===== src/rtl/fsb_trace_replay_engine.sv =====
// Trace-driven sequencer: fetches opcode+payload commands from a combinational ROM,
// drives a valid/yumi stimulus channel and checks a valid/ready response channel.
module fsb_trace_replay_engine #(
    parameter int ring_width_p     = 32,
    parameter int rom_addr_width_p = 8
) (
    input  logic                        clk_i,
    input  logic                        reset_i,
    input  logic                        en_i,
    input  logic                        v_i,
    input  logic [ring_width_p-1:0]     data_i,
    output logic                        ready_o,
    output logic                        v_o,
    output logic [ring_width_p-1:0]     data_o,
    input  logic                        yumi_i,
    output logic [rom_addr_width_p-1:0] rom_addr_o,
    input  logic [ring_width_p+3:0]     rom_data_i,
    output logic                        done_o,
    output logic                        error_o
);

    // Handshakes: a stimulus beat transfers when v_o && yumi_i; a response beat
    // transfers when ready_o && v_i. Both are only offered in active cycles.
    typedef enum logic {
        ST_RUN  = 1'b0,
        ST_DONE = 1'b1
    } state_e;

    localparam logic [3:0] OP_WAIT      = 4'h0;
    localparam logic [3:0] OP_SEND      = 4'h1;
    localparam logic [3:0] OP_RECV      = 4'h2;
    localparam logic [3:0] OP_DONE      = 4'h3;
    localparam logic [3:0] OP_FINISH    = 4'h4;
    localparam logic [3:0] OP_COUNTDOWN = 4'h5;
    localparam logic [3:0] OP_LOADCNT   = 4'h6;

    state_e                      state_q, state_d;
    logic [rom_addr_width_p-1:0] addr_q, addr_d;
    logic [31:0]                 cnt_q, cnt_d;
    logic                        done_q, done_d;
    logic                        error_q, error_d;

    logic [3:0]                  opcode;
    logic [ring_width_p-1:0]     payload;
    logic                        active;

    assign opcode     = rom_data_i[ring_width_p+3:ring_width_p];
    assign payload    = rom_data_i[ring_width_p-1:0];
    assign active     = en_i && reset_i && (state_q == ST_RUN);
    assign rom_addr_o = addr_q;
    assign data_o     = payload;
    assign done_o     = done_q;
    assign error_o    = error_q;

    always_comb begin
        state_d = state_q;
        addr_d  = addr_q;
        cnt_d   = cnt_q;
        done_d  = done_q;
        error_d = error_q;
        v_o     = 1'b0;
        ready_o = 1'b0;
        if (active) begin
            case (opcode)
                OP_WAIT: addr_d = addr_q + 1'b1;
                OP_SEND: begin
                    v_o = 1'b1;
                    if (yumi_i) addr_d = addr_q + 1'b1;
                end
                OP_RECV: begin
                    ready_o = 1'b1;
                    if (v_i) begin
                        addr_d = addr_q + 1'b1;
                        if (data_i != payload) error_d = 1'b1;
                    end
                end
                OP_DONE, OP_FINISH: begin
                    done_d  = 1'b1;
                    state_d = ST_DONE;
                end
                OP_COUNTDOWN: begin
                    if (cnt_q == 32'd0) addr_d = addr_q + 1'b1;
                    else                cnt_d  = cnt_q - 32'd1;
                end
                OP_LOADCNT: begin
                    cnt_d  = 32'(payload);
                    addr_d = addr_q + 1'b1;
                end
                default: begin
                    error_d = 1'b1;
                    done_d  = 1'b1;
                    state_d = ST_DONE;
                end
            endcase
        end
    end

    always_ff @(posedge clk_i or negedge reset_i) begin
        if (!reset_i) begin
            state_q <= ST_RUN;
            addr_q  <= '0;
            cnt_q   <= 32'd0;
            done_q  <= 1'b0;
            error_q <= 1'b0;
        end else begin
            state_q <= state_d;
            addr_q  <= addr_d;
            cnt_q   <= cnt_d;
            done_q  <= done_d;
            error_q <= error_d;
        end
    end

endmodule


===== config.mk =====
export PLATFORM = sky130hd
export DESIGN_NAME = fsb_trace_replay_engine
export DESIGN_NICKNAME = d
export VERILOG_FILES = /design/src/rtl/fsb_trace_replay_engine.sv
export SDC_FILE = /design/constraint.sdc
export NUM_CORES = 1
export LEC_CHECK = 0
export ABC_AREA = 0
export CORE_ASPECT_RATIO = 0.5
export CORE_UTILIZATION = 46
export CTS_BUF_LIST = sky130_fd_sc_hd__clkbuf_8 sky130_fd_sc_hd__clkbuf_16
export CTS_CLUSTER_SIZE = 20
export DETAILED_ROUTE_END_ITERATION = 10
export MAX_ROUTING_LAYER = met4
export PLACE_DENSITY = 0.82
export SLEW_MARGIN = 20
export SYNTH_ARGS = -nofsm -noshare
export SYNTH_HDL_FRONTEND = slang
export SYNTH_SLANG_ARGS = --single-unit

===== constraint.sdc =====
create_clock -name clk_i -period 3.14 [get_ports clk_i]
set_clock_uncertainty 0.2 [all_clocks]
set_input_delay 0.942 -clock clk_i [delete_from_list [all_inputs] [get_ports clk_i]]
set_output_delay 0.942 -clock clk_i [all_outputs]
set_load 0.01 [all_outputs]

# [After elaboration in Yosys (flattened, before gate mapping)]
# Cells that the tools add are included.
[op_classes] add_sub_neg=2 n_mul=0 div_mod_pow=0 magnitude_cmp=0 eq_ne=12 shift=0 n_mux=13 bitwise_logic=3 n_reduce_logical=13
[op_table] operator="32-bit one-hot mux with 2 select lines" count=1
[op_table] operator="32-bit zero test" count=1
[op_table] operator="32-bit 2-to-1 mux" count=1
[op_table] operator="32-bit != test" count=1
[op_table] operator="8-bit one-hot mux with 4 select lines" count=1
[op_table] operator="32-bit by 1-bit subtractor with 32-bit output, second input constant" count=1
[op_table] operator="8-bit 2-to-1 mux" count=3
[op_table] operator="4-bit by 3-bit equality test with 1-bit output, second input constant" count=3
[op_table] operator="2-bit != test, second input constant" count=5
[op_table] operator="8-bit by 1-bit adder with 8-bit output, second input constant" count=1
[op_table] operator="4-bit by 2-bit equality test with 1-bit output, second input constant" count=2
[op_table] operator="1-bit 2-to-1 mux" count=6
[op_table] operator="6-bit OR reduction" count=1
[op_table] operator="5-bit AND reduction" count=1
[op_table] operator="5-bit OR reduction" count=1
[op_table] operator="4-bit by 1-bit equality test with 1-bit output, second input constant" count=1
[op_table] operator="4-bit zero test" count=1
[op_table] operator="4-bit AND reduction" count=1
[op_table] operator="4-bit nonzero test" count=1
[op_table] operator="1-bit inverter" count=3
[op_table] operator="3-bit AND reduction" count=1
[op_table] operator="1-bit logical AND" count=2
[op_table] operator="1-bit one-hot mux with 2 select lines" count=1
[op_table] operator="2-bit AND reduction" count=1
[op_table] operator="2 further kinds" count=2
[word_totals] reg_bits=42 latch_bits=0 mem_bits_rw=0 romBits=0 in_bits=73 output_inout_bits=44 word_cells=47 memories=0

# [Logic depth before layout (Yosys ltp)]
# Gate-level depths: netlist of the first run.
[depth] depth_word=4 depth_mapped=9

# [Worst setup path after synthesis of the first run]
# OpenSTA, ideal clock, no wires.
[synth_path] path_type="in2out" start="input rom_data_i[35]" end="output ready_o" t_arrival_ps=1576 setup_slack_ps=422 path_stages=2 path_cell_list="clkbuf_1 nor4_1"
[synth_between] elab_chain_cells=3
[synth_lines] element="from (decl)" line_no="17" rtl="input logic [ring_width_p+3:0] rom_data_i,"
[synth_lines] element="4-bit by 2-bit equality test with 1-bit output" line_no="64" rtl="case (opcode)"
[synth_lines] element="1-bit 2-to-1 mux" line_no="64"
[synth_lines] element="1-bit 2-to-1 mux" line_no="63" rtl="if (active) begin"
[synth_lines] element="to (decl)" line_no="12" rtl="output logic ready_o,"
# No other way between the ends.

# [Worst setup path after layout of the first run]
[layout_path] start="input rom_data_i[4]" end="output data_o[4]"
[layout_rtl] element="to (decl)" line_no="14" rtl="output logic [ring_width_p-1:0] data_o,"
# No word-level cell between the ends.

==> results of run 1 <==
==> layout make-up <==
cell class / instances / area [µm²]
clock buffer: 6 / 138.9
sequential: 42 / 1051
tap: 92 / 115.1
inverter: 5 / 18.77
timing repair buffer: 191 / 1760
multi-input combinational: 278 / 1911
fill: 493 / 1784
==> final timing paths <==
| path | to | slack [ns] |
|---|---|---|
| max | data_o[4] | 0.01 |
| min | rom_addr_o[7] | 0.27 |
| max reg2reg | cnt_q[21] | 0.21 |
| min reg2reg | rom_addr_o[7] | 0.27 |
| max in group asynchronous | cnt_q[14] | 1.58 |
| min in group asynchronous | cnt_q[28] | 0.76 |
==> stage by stage <==
step | instance area (µm²) | setup TNS [ns] | instances
2_1_floorplan | 3283 | 0 | 373
3_3_place_gp | 4795 | -1.038 | 602
5_1_grt | 4995 | -0.03404 | 614
3_5_place_dp | 4795 | -1.438 | 602
4_1_cts | 4969 | 0 | 614
6_report | 4995 | 0 | 614
==> power by group through the flow <==
stage	combinational (mW)	sequential, mW	clock (mW)
floorplan	0.189	0.617	0
global placement	0.411	0.621	0
detailed placement	0.420	0.623	0
CTS	0.422	0.614	0.526
global route	0.456	0.620	0.559
finish	0.423	0.615	0.527
==> cells by family after synthesis <==
logic type	after synthesis
buffers and inverters	53
DFF	42
muxes	1
and+or+nand+nor	154
adders and majority gates	2
AOI/OAI and AO/OA	82
xor gates and xnor gates	39
==> flip-flops by register name (all words and copies together) (netlist names) <==
name	count
done_o	1
error_o	1
rom_addr_o	8
cnt_q	32
==> cell usage after synthesis (all sizes together), types with 6 or more instances <==
master and instances:
dfrtp 42, buf 37, nor2 31, nand2 26, xor2 23, nand3 17, nor4 16, xnor2 16
nor3 13, a21oi 11, clkbuf 11, nand4 11, o211ai 9, o21ai 9, or4 9, o22ai 8
a211oi 7, o311ai 6
==> metal layers <==
| layer | vias to the layer above | routed length, µm | GRT usage, % |
|---|---|---|---|
| li1 | 1694 | - | - |
| met1 | 1748 | 4518 | 39.81 |
| met5 | - | 0 | - |
| met4 | 0 | 191 | 8.113 |
| met2 | 167 | 5189 | 49.59 |
| met3 | 24 | 893 | 7.299 |
==> timing repair <==
| action | in CTS | in global routing |
|---|---|---|
| setup buffers | 6 | 0 |
| hold buffers | 0 | 0 |
| pin swaps | 3 | 0 |
| endpoints found under the hold margin | 0 | 0 |
| endpoints found under the setup margin | 6 | 11 |
| gates resized for setup | 15 | 10 |
==> flow_metrics.tcl, run 1 <==
set metrics [dict create \
    fin_util_pct 73.68 \
    synth_top_family_by_area "simple AND/OR/NAND/NOR gates" \
    syn_area_um2 3283 \
    dr.pass1.iters 5 \
    cts_buffers 5 \
    grt_max_degree 43 \
    port_buffers 116 \
    ys_types 67 \
    synthXorXnorAreaFrac_pct 10.40 \
    yosys.area_share.simple_pct 27.78 \
    path_clk_slew_ns 0.06 \
    holdCritStartpoint "rom_addr_o[7]" \
    relSlewSlack_pct 54.20 \
    die_y_um 61.74 \
    numClockSinks 42 \
    cts_tree "yes" \
    clock_power_share_pct 33.7 \
    yosysSeqAreaShare_pct 32.01 \
    grt_setup_unrepaired "yes" \
    drt_iter0_markers 448 \
    pwr-share-seq_pct 39.3 \
    die_x_um 121.5 \
    num_antenna_cells 0 \
    end_kind "primary output" \
    hold_ws_ns 0.2719 \
    dpl_worst_slack_ns -0.5194 \
    layout_commonest_cell "clkdlybuf4s50_1" \
    wirelength_um 10790 \
    wl_per_cell_um 17.58 \
    ioPinCount 117 \
    drcViolationCount 0 \
    coreArea_um2 6779 \
    die-area_um2 7500 \
    syn_area_per_cell_um2 8.802 \
    netlist_instances 373 \
    crit_family "buffers and inverters" \
    via_count 3633 \
    final.period_utilization_pct 99.63 \
    root_buffer "clkbuf_16" \
    synth_enable_flop_cells 0 \
    ant_nets 0 \
    critPathLaunch "rom_data_i[4]" \
    hpwl_um 8053 \
    routed_via_density 5.917 \
    yosys.area_share.adder_pct 0.7622 \
    fin_total_pwr_mw 1.566 \
    syn_nets 448 \
    clk_latency_ns 0.30 \
    critPathLaunchType "input port" \
    critPathKind "in -> out" \
    grt_pass1_wl_um 16640 \
    synth_top_area_cell "dfrtp_1" \
    ir_drop_mv 0.2373 \
    maxCapViolCount 0 \
    holdPathStages 1 \
    synth.area.top_cells "dfrtp_1, buf_4, xor2_1" \
    hold_viol_final 0 \
    rows 21 \
    cp_max_fo 2 \
    crit_buf_inv 2 \
    finalCriticalPeriod_ns 3.128 \
    hold_path.class "reg -> reg" \
    cp.required_ns 2.00 \
    outcome "complete, no violations" \
    p_switching_mw 0.4447 \
    max_freq_mhz 319.7 \
    async_flop_share_pct 100.0 \
    start_util_pct 48.43 \
    p_leak_nw 2.113 \
    place.gp.congestion 0.9126 \
    cpMostUsedCell "clkdlybuf4s50_1" \
    grt_overflow_total 0 \
    synth_compound_area_share_pct 18.52 \
    worstPathArrival_ns 1.99 \
    htreeDepth 2 \
    worst_pin_slew_ns 0.6777 \
    synthMuxAreaShare_pct 0.3430 \
    intPower_mw 1.121 \
    clockBufferDepth 2 \
    grtUsageTotal_pct 30.87 \
    synth-seq-cells 42 \
    fin_ws_ns 0.01171 \
    grt_pass1_vias 3292 \
    combPwrFrac_pct 27.0 \
    rr_worst_depth 8 \
    path_cells "clkdlybuf4s50_1 > clkdlybuf4s50_1" \
    synth-warning-count 0 \
    yosys_most_used_dff "dfrtp_1" \
    nets 598 \
    drive_above_1_share_pct 19.54 \
    finalSetupViolations 0 \
    r2r-start "cnt_q[0]" \
    final_cell_mix "clkdlybuf4s50_1, buf_4, dfrtp_1" \
    report.final.slew_viol_count 0 \
    grt_antenna_before_repair 0 \
    slowest_delay_ns 0.55 \
    p_sw_share_pct 28.40 \
    areaGrowthSynthToFinish_pct 52.13 \
    worstSetupPathDepth 2 \
    critPathSlowestCell "clkdlybuf4s50_1" \
    powerDensity_nw_per_um2 313.4 \
    yosysTopAreaCellShare_pct 32.01 \
]
Note: power is estimated with default switching activity, not from simulation.
==> run 2, diff against run 1 <==
--- a/config.mk
+++ b/config.mk
@@ -8,3 +8,2 @@
 export ABC_AREA = 0
-export CORE_ASPECT_RATIO = 0.5
 export CORE_UTILIZATION = 46
==> constraint.sdc (replaced) <==
create_clock -name clk_i -period 3.14 [get_ports clk_i]
set_clock_uncertainty 0.2 [all_clocks]
set_input_delay 0.471 -clock clk_i [delete_from_list [all_inputs] [get_ports clk_i]]
set_output_delay 0.471 -clock clk_i [all_outputs]
set_load 0.01 [all_outputs]
==> flow_metrics.tcl, run 2 (same netlist as run 1, synthesis figures left out) <==
set metrics [dict create \
    outcome "complete, no violations" \
    fillers 602 \
    areaGrowthSynthToFinish_pct 36.85 \
    rrSetupSlack_ns 0.29 \
    finalSetupViolations 0 \
    grt_pass1_vias 3235 \
    finalCriticalPeriod_ns 2.980 \
    htreeDepth 2 \
    intPower_mw 0.9617 \
    via_count 3339 \
    drive_above_1_share_pct 8.974 \
    p_leak_nw 1.734 \
    num_antenna_cells 0 \
    rows 30 \
    clockBufferDepth 2 \
    final.period_utilization_pct 94.90 \
    final_cell_mix "clkdlybuf4s50_1, dfrtp_1, nor2_1" \
    critPathLaunchType "input port" \
    ir_drop_mv 0.1494 \
    cp.required_ns 2.47 \
    drt_iter0_markers 227 \
    setup_tns_ns 0 \
    root_buffer "clkbuf_8" \
    grtUsageTotal_pct 27.78 \
    largest_register_ffs 32 \
    clk_latency_ns 0.29 \
    fin_ws_ns 0.1603 \
    fin_cells 564 \
    regMostFlops "cnt_q" \
    dp.cells 555 \
    max_freq_mhz 335.6 \
    coreArea_um2 6832 \
    hold_ws_ns 0.2801 \
    maxCapViolCount 0 \
    relSlewSlack_pct 36.98 \
    ioPinCount 117 \
    clock_power_share_pct 26.3 \
    dr.pass1.iters 5 \
    wirelength_um 9535 \
    nets 542 \
    place.gp.congestion 0.9163 \
    hold_viol_final 0 \
    grt_pass1_wl_um 15770 \
    port_buffers 116 \
    critPathKind "in -> out" \
    hpwl_um 7375 \
    grt_overflow_total 0 \
    worst_pin_slew_ns 0.9453 \
    ant_nets 0 \
    cts_resized 0 \
    grt_setup_unrepaired "no" \
    worstPathArrival_ns 2.31 \
    dpl_worst_slack_ns 0.2919 \
    wl_per_cell_um 16.91 \
    p_switching_mw 0.3940 \
    cp_max_fo 5 \
    numClockSinks 42 \
    path_clk_slew_ns 0.08 \
    die_y_um 86.48 \
    grt_max_degree 42 \
    hold_path.class "reg -> reg" \
    die-area_um2 7479 \
    powerDensity_nw_per_um2 301.7 \
    start_util_pct 48.06 \
    drcViolationCount 0 \
    layout_commonest_cell "clkdlybuf4s50_1" \
    pwr-share-seq_pct 45.2 \
    p_sw_share_pct 29.06 \
    cts_tree "yes" \
    report.final.slew_viol_count 0 \
    grt_antenna_before_repair 0 \
    routed_via_density 5.920 \
    die_x_um 86.48 \
    end_kind "primary output" \
    cts_buffers 5 \
    combPwrFrac_pct 28.5 \
]
-- run 2: changes by cell type in the layout (fill, tap and decap cells not counted), sizes merged, moves of 5 or more --
cell	before	now
dlymetal6s2s	8	0
buf	78	19
clkdlybuf4s50	100	115
dlygate4sd2	5	0
-- run 2: power by group through the flow --
stage	Clock [mW]	Sequential, mW	Combinational (mW)
floorplan	0	0.617	0.189
global placement	0	0.619	0.378
detailed placement	0	0.622	0.385
CTS	0.361	0.612	0.388
global route	0.384	0.618	0.419
finish	0.357	0.613	0.386
-- run 2: final cells by class --
cell class	instances	area [µm²]	area share, %
clock inverters	2	8.758	0.1949
repair buffers	135	1314	29.24
well taps	96	120.1	2.673
multi-input cells	278	1898	42.24
clock buffers	6	82.58	1.838
flip-flops and latches	42	1051	23.39
inverters	5	18.77	0.4177
-- run 2: layer usage --
metal	global-route usage (%)	share of wire, %	up-vias
li1	-	-	1572
met1	36.50	43	1570
met2	43.00	47	181
met3	5.238	8.5	16
met4	9.848	2.2	0
met5	-	0	-
-- run 2: worst paths after layout --
path                                    start  cells past startpoint            end
worst max-delay path                  reset_i                      5        ready_o
worst min-delay path            rom_addr_o[7]                      1  rom_addr_o[7]
worst max register to register      cnt_q[24]                      5      cnt_q[31]
worst min register to register  rom_addr_o[7]                      1  rom_addr_o[7]
max in group asynchronous             reset_i                      3      cnt_q[31]
min in group asynchronous             reset_i                      2         done_o
-- run 2: worst max-delay path: stages --
cell and delay [ns]:
dlygate4sd3_1 0.52, buf_2 0.18, nand3b_1 0.22, nor4_1 0.31
clkdlybuf4s50_1 0.60
-- run 2: per-stage QoR --
stage | util [%] | power [mW] | instance area (µm²)
after floorplan | - | 0.8062 | 3283
after global placement | 64.29 | 0.9970 | 4392
after detailed placement | 64.29 | 1.007 | 4392
after CTS | 65.77 | 1.361 | 4493
after global routing | 65.77 | 1.421 | 4493
final | 65.77 | 1.356 | 4493
-- run 2: repair_timing --
| action | in CTS | in global routing |
|---|---|---|
| hold buffers | 1 | 0 |
| setup buffers | 0 | 0 |
| hold endpoints to repair | 1 | 0 |
